`src/rtl/fp18_accumulator.sv`:
```
// fp18_accumulator: sums groups of LEN fp18 products onto a valid/ready output register.
// FPACC_SAT_EN: overflowed adds saturate to max finite instead of returning infinity.
module fp18_accumulator #(
  parameter int LEN = 4
) (
  input  logic        clk,
  input  logic        rst,
  input  logic        in_valid,
  output logic        in_ready,
  input  logic [17:0] in_data,
  output logic        out_valid,
  input  logic        out_ready,
  output logic [17:0] out_data,
  output logic        ovf
);
  localparam int CW = (LEN > 1) ? $clog2(LEN) : 1;
`ifdef FPACC_SAT_EN
  localparam logic [16:0] OVF_MAG = {6'd62, 11'h7FF};
`else
  localparam logic [16:0] OVF_MAG = {6'd63, 11'h000};
`endif
  logic [17:0] acc, sum, big, sml;
  logic [CW-1:0] cnt;
  logic govf, add_ovf, accept, last, a_big, uf;
  logic [16:0] ka, kb;
  logic [11:0] mb, ms, msh;
  logic [5:0] diff;
  logic [12:0] raw;
  logic [3:0] lz;
  logic [10:0] norm;
  logic [7:0] e;
  always_comb begin
    ka = (acc[16:11] == 6'd0) ? 17'd0 : acc[16:0];
    kb = (in_data[16:11] == 6'd0) ? 17'd0 : in_data[16:0];
    a_big = ka >= kb;
    big = a_big ? acc : in_data;
    sml = a_big ? in_data : acc;
    mb = (big[16:11] == 6'd0) ? 12'd0 : {1'b1, big[10:0]};
    ms = (sml[16:11] == 6'd0) ? 12'd0 : {1'b1, sml[10:0]};
    diff = big[16:11] - sml[16:11];
    msh = (diff > 6'd12) ? 12'd0 : ms >> diff;
    raw = (big[17] == sml[17]) ? {1'b0, mb} + {1'b0, msh} : {1'b0, mb} - {1'b0, msh};
    lz = 4'd0;
    for (int i = 0; i < 12; i++) if (raw[i]) lz = 4'(11 - i);
    norm = raw[12] ? raw[11:1] : 11'(raw[11:0] << lz);
    // e is two's complement here so underflow below 1 shows up in e[7]
    e = raw[12] ? {2'b0, big[16:11]} + 8'd1 : {2'b0, big[16:11]} - {4'b0, lz};
    uf = (raw == 13'd0) || e[7] || (e == 8'd0);
    add_ovf = !uf && (e > 8'd62);
    sum = uf ? 18'd0 : add_ovf ? {big[17], OVF_MAG} : {big[17], e[5:0], norm};
  end
  assign in_ready = !rst && (!out_valid || out_ready);
  assign accept = in_valid && in_ready;
  assign last = cnt == CW'(LEN - 1);
  always_ff @(posedge clk) begin
    if (rst) begin
      acc <= '0;
      cnt <= '0;
      govf <= 1'b0;
      out_valid <= 1'b0;
      out_data <= '0;
      ovf <= 1'b0;
    end else begin
      if (accept) begin
        acc <= last ? 18'd0 : sum;
        cnt <= last ? '0 : cnt + 1'b1;
        govf <= last ? 1'b0 : govf | add_ovf;
      end
      if (accept && last) begin
        out_data <= sum;
        ovf <= govf | add_ovf;
        out_valid <= 1'b1;
      end else if (out_valid && out_ready) begin
        out_valid <= 1'b0;
      end
    end
  end
endmodule

```
`config.mk`:
```
export PLATFORM = sky130hd
export DESIGN_NAME = fp18_accumulator
export DESIGN_NICKNAME = d
export VERILOG_FILES = /design/src/rtl/fp18_accumulator.sv
export SDC_FILE = /design/constraint.sdc
export NUM_CORES = 1
export LEC_CHECK = 0
export CORE_AREA = 2 2 104 106
export DETAILED_ROUTE_END_ITERATION = 7
export DIE_AREA = 0 0 106 108
export GPL_TIMING_DRIVEN = 1
export PLACE_DENSITY = 0.75
export SETUP_SLACK_MARGIN = 0.2
export SLEW_MARGIN = 20
export SYNTH_ARGS = -nofsm -noshare
export SYNTH_HDL_FRONTEND = slang
export SYNTH_SLANG_ARGS = --single-unit
export TNS_END_PERCENT = 5
```
`constraint.sdc`:
```
create_clock -name clk -period 16.7 [get_ports clk]
set_clock_uncertainty 0.1 [all_clocks]
set_input_delay 3.34 -clock clk [delete_from_list [all_inputs] [get_ports clk]]
set_output_delay 3.34 -clock clk [all_outputs]
set_load 0.05 [all_outputs]
```
==> out/qor.txt, run 1 <==
vias in the first global route - 5627
DR iter-0 viols - 408
slew margin rel. - 0.338
final hold violations - 0
DP HPWL - 14100 um
setup_tns - 0 ns
Layout area overhead - 10.1%
CP Class - primary input to flip-flop
sequential fraction of the synthesis area - 0.146
drc violations - 0
Startpoint Class - primary input
fin crit share - 0.884
global route overflow - 0
max cap viols - 0
clock insertion delay at the later pin of the skew report - 0.30 ns
cell mode on critical path - ha_1
most common cell after layout, fill and taps aside - nand2_1
status - finished clean
Initial Utilization - 0.548
ant diodes - 0
largest net degree at the start of global routing - 35
fin nets - 842
Placer Congestion - 0.926
vias per inst - 6.45
WP buf/inv - 3
CP max-delay cell - a211oi_2
CP arrival - 14.91 ns
CTS Sinks - 41
initial antenna violation count - 0
CTS tree - built
worst path required time - 16.85 ns
full die area - 11400 um2
Resized Gates After CTS - 0
Root Driver - clkbuf_8
Yosys cell types - 82
Post-Syn Area - 5600 um2
WL/cell - 19.3 um
fin crit period - 14.76 ns
max-slew violation count - 0
CP max stage delay - 0.73 ns
Clock Path Buffers - 2
hold_buf cts - 0
num rows - 37
Final Routed Wirelength - 17700 um
port bufs - 42
Setup Buffers After CTS - 0
flops & latches, synth - 41
Avg Inst Size Synth - 7.35 um2
remaining antenna violation count - 0
# IOs - 43
Final setup viols - 0
DIE WIDTH - 106 um
TritonRoute pass-1 iters - 6
number of synthesized flops with an enable pin - 0
most frequent cells in the layout - 93 x nand2_1, 54 x a21oi_1, 53 x nor2_1
ys flop type - dfxtp_1
crit-path max FO - 13
core box area - 10200 um2
Async SR Flop Fraction - 0
Worst-path clk slew - 0.08 ns
Die H - 108 um
All-Layer GR Usage - 0.310
Least-Margin Pin Slew - 0.993 ns
layout cells sized above 1 - 0.0743
H-tree Lvls - 2
Syn Nets - 824
cell count after synthesis - 762
first-pass GRT wire length - 28500 um
Hold WC Path Type - flip-flop to flip-flop
DR vias - 5919
yosys warns - 0
Crit path max-delay family - compound AO/OA/AOI/OAI gates
CP Capture Type - flip-flop
RSZ-0062 raised after global routing - no
CTS Buf Count - 5
maximum clock frequency - 67.7 MHz
-- cells by family (layout without fill, tap and decap cells) --
kind of cell,count (synthesis),in the layout,share of synthesized area
compound gates,246,246,0.303
xor+xnor,28,28,0.0471
fa+ha+maj,41,41,0.0938
buf+inv,70,89,0.0511
flops,41,41,0.146
mux,54,54,0.110
simple gates,282,282,0.249
-- path summary, 6_finish.rpt --
kind	end	depth (start not counted)	slack, ns	from
max	out_data[9]	48	1.94	in_data[13]
min	out_data[10]	2	0.36	out_data[10]
max reg2reg	out_data[9]	47	5.33	acc[12]
min reg2reg	out_data[10]	2	0.36	out_data[10]
-- through the flow --
stage	instance area (um2)	hold WS, ns	util	std cells	worst slack, ns
finish	6170	0.360	0.603	917	1.94
global route	6170	0.389	0.603	917	1.06
CTS	6170	0.362	0.603	917	2.11
detailed placement	6090	0.347	0.595	909	1.85
global placement	6080	0.335	0.595	909	2.33
floorplan	5600	0.341	-	762	3.82
-- routing by layer --
metal,GRT usage,vias up,share of wire
li1,-,2855,-
met1,0.402,2774,0.44
met2,0.525,233,0.46
met3,0.0368,57,0.060
met4,0.127,0,0.039
met5,0,-,0
-- cell usage after synthesis, drive strengths merged, types with 5 or more instances --
cell	count	area (um2)
mux4	5	113
buf	16	83.8
nor2	58	233
a22o	16	140
o21bai	5	37.5
nor2b	16	100
clkbuf	23	86.3
o31ai	10	80.1
nand2b	20	125
dfxtp	41	821
nand4	8	56.3
xnor2	20	194
and2	15	93.8
a21oi	57	297
a21o	11	83.8
nand3b	5	37.5
or2	10	62.6
nand2	93	349
nor3	12	60.1
inv	30	113
a211oi	16	158
o21a	8	60.1
nor4	8	56.3
ha	38	475
mux2i	43	430
xor2	8	70.1
a31oi	16	106
o21ai	54	270
mux2	6	71.3
o211ai	8	65.1
nand3	24	120
-- cell type report --
class	count	area [um2]
flip-flops and latches	41	821
clock buffers	6	72.6
clock inverters	2	10.0
multi-input cells	651	4500
repair buffers	50	480
fillers	978	4060
inverters	31	116
well taps	136	170
-- worst register-to-register path: cells and delay by family (launching register included) --
kind	cells	cell delay [ns]
compound gates	19	4.99
simple gates	19	3.57
fa+ha+maj	6	1.72
buf+inv	2	0.45
flops	1	0.39
mux	1	0.09
-- flip-flops by register name (all words and copies together) (netlist names) --
register	flops
out_data	18
out_valid	1
ovf	1
govf	1
cnt	2
acc	18
Power of run 1 is left out: the tool's default activity adds up to more than one toggle a clock period on the data nets, which glitch-free logic cannot reach.
==> inputs of run 2 (changes only) <==
Settings changed: GPL_TIMING_DRIVEN 1 to not set, PLACE_DENSITY 0.75 to 0.84.
==> run 2 against run 1 <==
Against the previous run: global-route usage down 1.1 points; sequential share of layout area barely moved; clock-buffer cell count grew 2; critical endpoint unchanged.
==> out/qor.txt, run 2 (synthesis gave the netlist of run 1 again) <==
CTS Sinks - 41 (unchanged)
RSZ-0062 raised after global routing - no (unchanged)
CP Class - primary input to flip-flop (unchanged)
# IOs - 43 (unchanged)
R2R setup slack - 4.78 ns (was 5.33 ns)
Worst Hold Path EP - out_data[11] (was out_data[10])
H-tree Lvls - 2 (unchanged)
most frequent cells in the layout - 93 x nand2_1, 54 x a21oi_1, 53 x nor2_1 (unchanged)
fin crit period - 15.17 ns (was 14.76 ns)
full die area - 11400 um2 (unchanged)
num rows - 37 (unchanged)
largest net degree at the start of global routing - 35 (unchanged)
CTS tree - built (unchanged)
DR iter-0 viols - 546 (was 408)
crit-path max FO - 16 (was 13)
DP HPWL - 13400 um (was 14100 um)
max cap viols - 0 (unchanged)
drc violations - 0 (unchanged)
port bufs - 42 (unchanged)
Initial Utilization - 0.548 (unchanged)
first-pass GRT wire length - 28100 um (was 28500 um)
vias in the first global route - 5802 (was 5627)
Hold Path Stages - 2 (unchanged)
vias per inst - 6.62 (was 6.45)
clock insertion delay at the later pin of the skew report - 0.30 ns (about the same)
worst hold start - out_data[11] (was out_data[10])
Setup Buffers After CTS - 0 (unchanged)
status - finished clean (unchanged)
max-slew violation count - 0 (unchanged)
CP max-delay cell - o21ai_1 (was a211oi_2)
layout cells sized above 1 - 0.0719 (was 0.0743)
CP Capture Type - flip-flop (unchanged)
slew margin rel. - 0.280 (was 0.338)
remaining antenna violation count - 0 (unchanged)
Final setup viols - 0 (unchanged)
Largest regs - acc x18, out_data x18, cnt x2 (unchanged)
Least-Margin Pin Slew - 1.08 ns (was 0.993 ns)
initial antenna violation count - 0 (unchanged)
worst r2r src - acc[13] (was acc[12])
reg2reg end - out_data[9] (unchanged)
fin nets - 840 (was 842)
DR vias - 6058 (was 5919)
cell mode on critical path - ha_1 (unchanged)
core box area - 10200 um2 (unchanged)
global route overflow - 0 (unchanged)
CP arrival - 15.31 ns (was 14.91 ns)
CP max stage delay - 0.63 ns (was 0.73 ns)
Root Driver - clkbuf_8 (unchanged)
Final Routed Wirelength - 17000 um (was 17700 um)
Clock Path Buffers - 2 (unchanged)
setup_tns - 0 ns (unchanged)
TritonRoute pass-1 iters - 6 (unchanged)
All-Layer GR Usage - 0.298 (was 0.310)
worst path required time - 16.84 ns (was 16.85 ns)
hold_buf cts - 0 (unchanged)
Resized Gates After CTS - 0 (unchanged)
maximum clock frequency - 65.9 MHz (was 67.7 MHz)
WL/cell - 18.6 um (was 19.3 um)
Layout Utilization - 0.603 (about the same)
Reg2Reg Depth - 49 (was 47)
Worst-path clk slew - 0.08 ns (about the same)
most common cell after layout, fill and taps aside - nand2_1 (unchanged)
DIE WIDTH - 106 um (unchanged)
Startpoint Class - primary input (unchanged)
final hold violations - 0 (unchanged)
fillers - 935 (was 978)
fin crit share - 0.908 (was 0.884)
Hold WC Path Type - flip-flop to flip-flop (unchanged)
Layout area overhead - 10.0% (was 10.1%)
Die H - 108 um (unchanged)
ant diodes - 0 (unchanged)
Placer Congestion - 1.01 (was 0.926)
CTS Buf Count - 5 (unchanged)
run 2: cell count changes in the layout (fill, tap and decap cells not counted):
cell      change
buf_4         -2
clkbuf_1      +2
clkinv_2      -2
nor3_1        -1
nor3_2        +1
xor2_1        -1
xor2_2        +1
run 2: area by class of cell:
type | count | area [um2] | area share
sequential | 41 | 821 | 0.133
tap | 136 | 170 | 0.0276
multi-input combinational | 651 | 4510 | 0.732
timing repair buffer | 48 | 465 | 0.0755
inverter | 31 | 116 | 0.0189
clock buffer | 8 | 80.1 | 0.0130
run 2: how the worst max path moves through the flow:
stage | start | to | slack, ns | depth (start not counted)
2_1_floorplan | in_data[15] | out_data[9] | 3.82 | 51
5_1_grt | in_data[15] | acc[5] | 0.62 | 50
6_report | in_data[15] | out_data[9] | 1.53 | 50
3_5_place_dp | in_data[15] | out_data[9] | 1.53 | 50
3_3_place_gp | in_data[15] | out_data[9] | 2.20 | 50
4_1_cts | in_data[15] | out_data[9] | 1.81 | 50
run 2: worst max-delay path: cells and delay by family:
kind	cells	cell delay (ns)
compound gates	16	3.90
fa+ha+maj	6	2.07
buf+inv	5	1.38
mux	3	0.52
simple gates	20	4.10
run 2: per-layer routing:
layer,wire length [um],global-route usage,share of wire
met5,0,0,0
met4,746,0.124,0.044
met3,1320,0.0301,0.078
met2,7880,0.507,0.46
met1,7100,0.388,0.42
run 2: stage by stage:
stage          hold WS (ns)  std cells  cell area, um2  setup WS (ns)
6_report              0.352        915            6160           1.53
5_1_grt               0.373        915            6160          0.619
4_1_cts               0.351        915            6160           1.81
3_5_place_dp          0.344        907            6080           1.53
3_3_place_gp          0.336        907            6080           2.20
2_1_floorplan         0.341        762            5600           3.82
Power of run 2 is left out for the same reason.
==> inputs of run 3 (changes only) <==
Settings changed: PLACE_DENSITY 0.84 to 0.76.
==> run 3 against run 2 <==
Against the previous run: first-iteration DRC count fell by 12%; die area did not move; worst setup slack improved by 0.030 ns; clock-buffer cell count fell by 1; via count fell by 1.9%; global-route usage rose by 0.47 points; sequential share of layout area fell by 0.051 points; non-clock buffer count rose by 2; highest routed layer unchanged.
==> out/qor.txt, run 3 (synthesis gave the netlist of run 1 again) <==
CTS tree - built (unchanged)
CP max stage delay - 0.66 ns (was 0.63 ns)
fin crit share - 0.906 (was 0.908)
port bufs - 42 (unchanged)
full die area - 11400 um2 (unchanged)
num rows - 37 (unchanged)
most common cell after layout, fill and taps aside - nand2_1 (unchanged)
All-Layer GR Usage - 0.303 (was 0.298)
DR vias - 5945 (was 6058)
maximum clock frequency - 66.1 MHz (was 65.9 MHz)
CTS Sinks - 41 (unchanged)
status - finished clean (unchanged)
GRT met3 Usage - 0.0344 (was 0.0301)
most frequent cells in the layout - 93 x nand2_1, 54 x a21oi_1, 53 x nor2_1 (unchanged)
CP max-delay cell - o21ai_1 (unchanged)
core box area - 10200 um2 (unchanged)
remaining antenna violation count - 0 (unchanged)
Hold Path Stages - 2 (unchanged)
Hold WC Path Type - flip-flop to flip-flop (unchanged)
max cap viols - 0 (unchanged)
Largest regs - acc x18, out_data x18, cnt x2 (unchanged)
WL/cell - 19.0 um (was 18.6 um)
CP Class - primary input to flip-flop (unchanged)
crit-path max FO - 17 (was 16)
first-pass GRT wire length - 28300 um (was 28100 um)
TritonRoute pass-1 iters - 7 (was 6)
Resized Gates After CTS - 0 (unchanged)
Setup Buffers After CTS - 0 (unchanged)
initial antenna violation count - 0 (unchanged)
Final Routed Wirelength - 17400 um (was 17000 um)
drc violations - 0 (unchanged)
hold_buf cts - 0 (unchanged)
fillers - 966 (was 935)
Worst-path clk slew - 0.07 ns (was 0.08 ns)
H-tree Lvls - 2 (unchanged)
DP HPWL - 13900 um (was 13400 um)
Die H - 108 um (unchanged)
Initial Utilization - 0.548 (unchanged)
CP Capture Type - flip-flop (unchanged)
layout cells sized above 1 - 0.0755 (was 0.0719)
CP arrival - 15.28 ns (was 15.31 ns)
Final setup viols - 0 (unchanged)
clock insertion delay at the later pin of the skew report - 0.29 ns (was 0.30 ns)
Layout area overhead - 10.4% (was 10.0%)
setup_tns - 0 ns (unchanged)
GRT busiest layer - met2 (unchanged)
CTS Buf Count - 5 (unchanged)
slew margin rel. - 0.357 (was 0.280)
vias in the first global route - 5692 (was 5802)
fin nets - 842 (was 840)
ant diodes - 0 (unchanged)
Least-Margin Pin Slew - 0.965 ns (was 1.08 ns)
fin crit period - 15.14 ns (was 15.17 ns)
Placer Congestion - 0.943 (was 1.01)
# IOs - 43 (unchanged)
Root Driver - clkbuf_8 (unchanged)
global route overflow - 0 (unchanged)
max-slew violation count - 0 (unchanged)
Startpoint Class - primary input (unchanged)
final hold violations - 0 (unchanged)
DR iter-0 viols - 481 (was 546)
vias per inst - 6.48 (was 6.62)
met2 Usage GRT - 0.514 (was 0.507)
Clock Path Buffers - 2 (unchanged)
RSZ-0062 raised after global routing - no (unchanged)
DIE WIDTH - 106 um (unchanged)
worst path required time - 16.84 ns (about the same)
R2R setup slack - 4.93 ns (was 4.78 ns)
Reg2Reg Depth - 49 (unchanged)
largest net degree at the start of global routing - 35 (unchanged)
met1 Resource Use GR - 0.395 (was 0.388)
run 3: final timing paths:
check                             startpoint            to
worst max-delay path             in_data[15]        acc[7]
worst min-delay path            out_data[13]  out_data[13]
worst max register to register       acc[12]        acc[7]
worst min register to register  out_data[13]  out_data[13]
run 3: area by class of cell:
type                    count  area [um2]  area share
inverters                  31         116      0.0188
multi-input cells         651        4500       0.727
clock inverters             1        5.00    0.000809
well taps                 136         170      0.0275
clock buffers               7        96.3      0.0156
repair buffers             50         480      0.0776
flip-flops and latches     41         821       0.133
run 3: worst max-delay path, delay by kind of cell:
family / cells / cell delay (ns)
AO/OA/AOI/OAI: 15 / 3.40
AND/OR/NAND/NOR: 20 / 4.37
adder cells (fa/ha/maj): 6 / 2.09
buffers and inverters: 5 / 1.42
multiplexers: 4 / 0.65
run 3: through the flow:
step	cells	utilization	setup slack (ns)	area (um2)	hold slack, ns
2_1_floorplan	762	-	3.82	5600	0.341
3_3_place_gp	909	0.595	2.21	6080	0.336
3_5_place_dp	909	0.595	1.59	6080	0.347
4_1_cts	917	0.605	1.85	6190	0.359
5_1_grt	917	0.605	0.532	6190	0.384
6_report	917	0.605	1.56	6190	0.353
run 3: layer usage:
metal | part of all wire | routed length [um]
met5 | 0 | 0
met4 | 0.042 | 735
met3 | 0.063 | 1090
met2 | 0.45 | 7890
met1 | 0.44 | 7730
Power of run 3 is left out for the same reason.
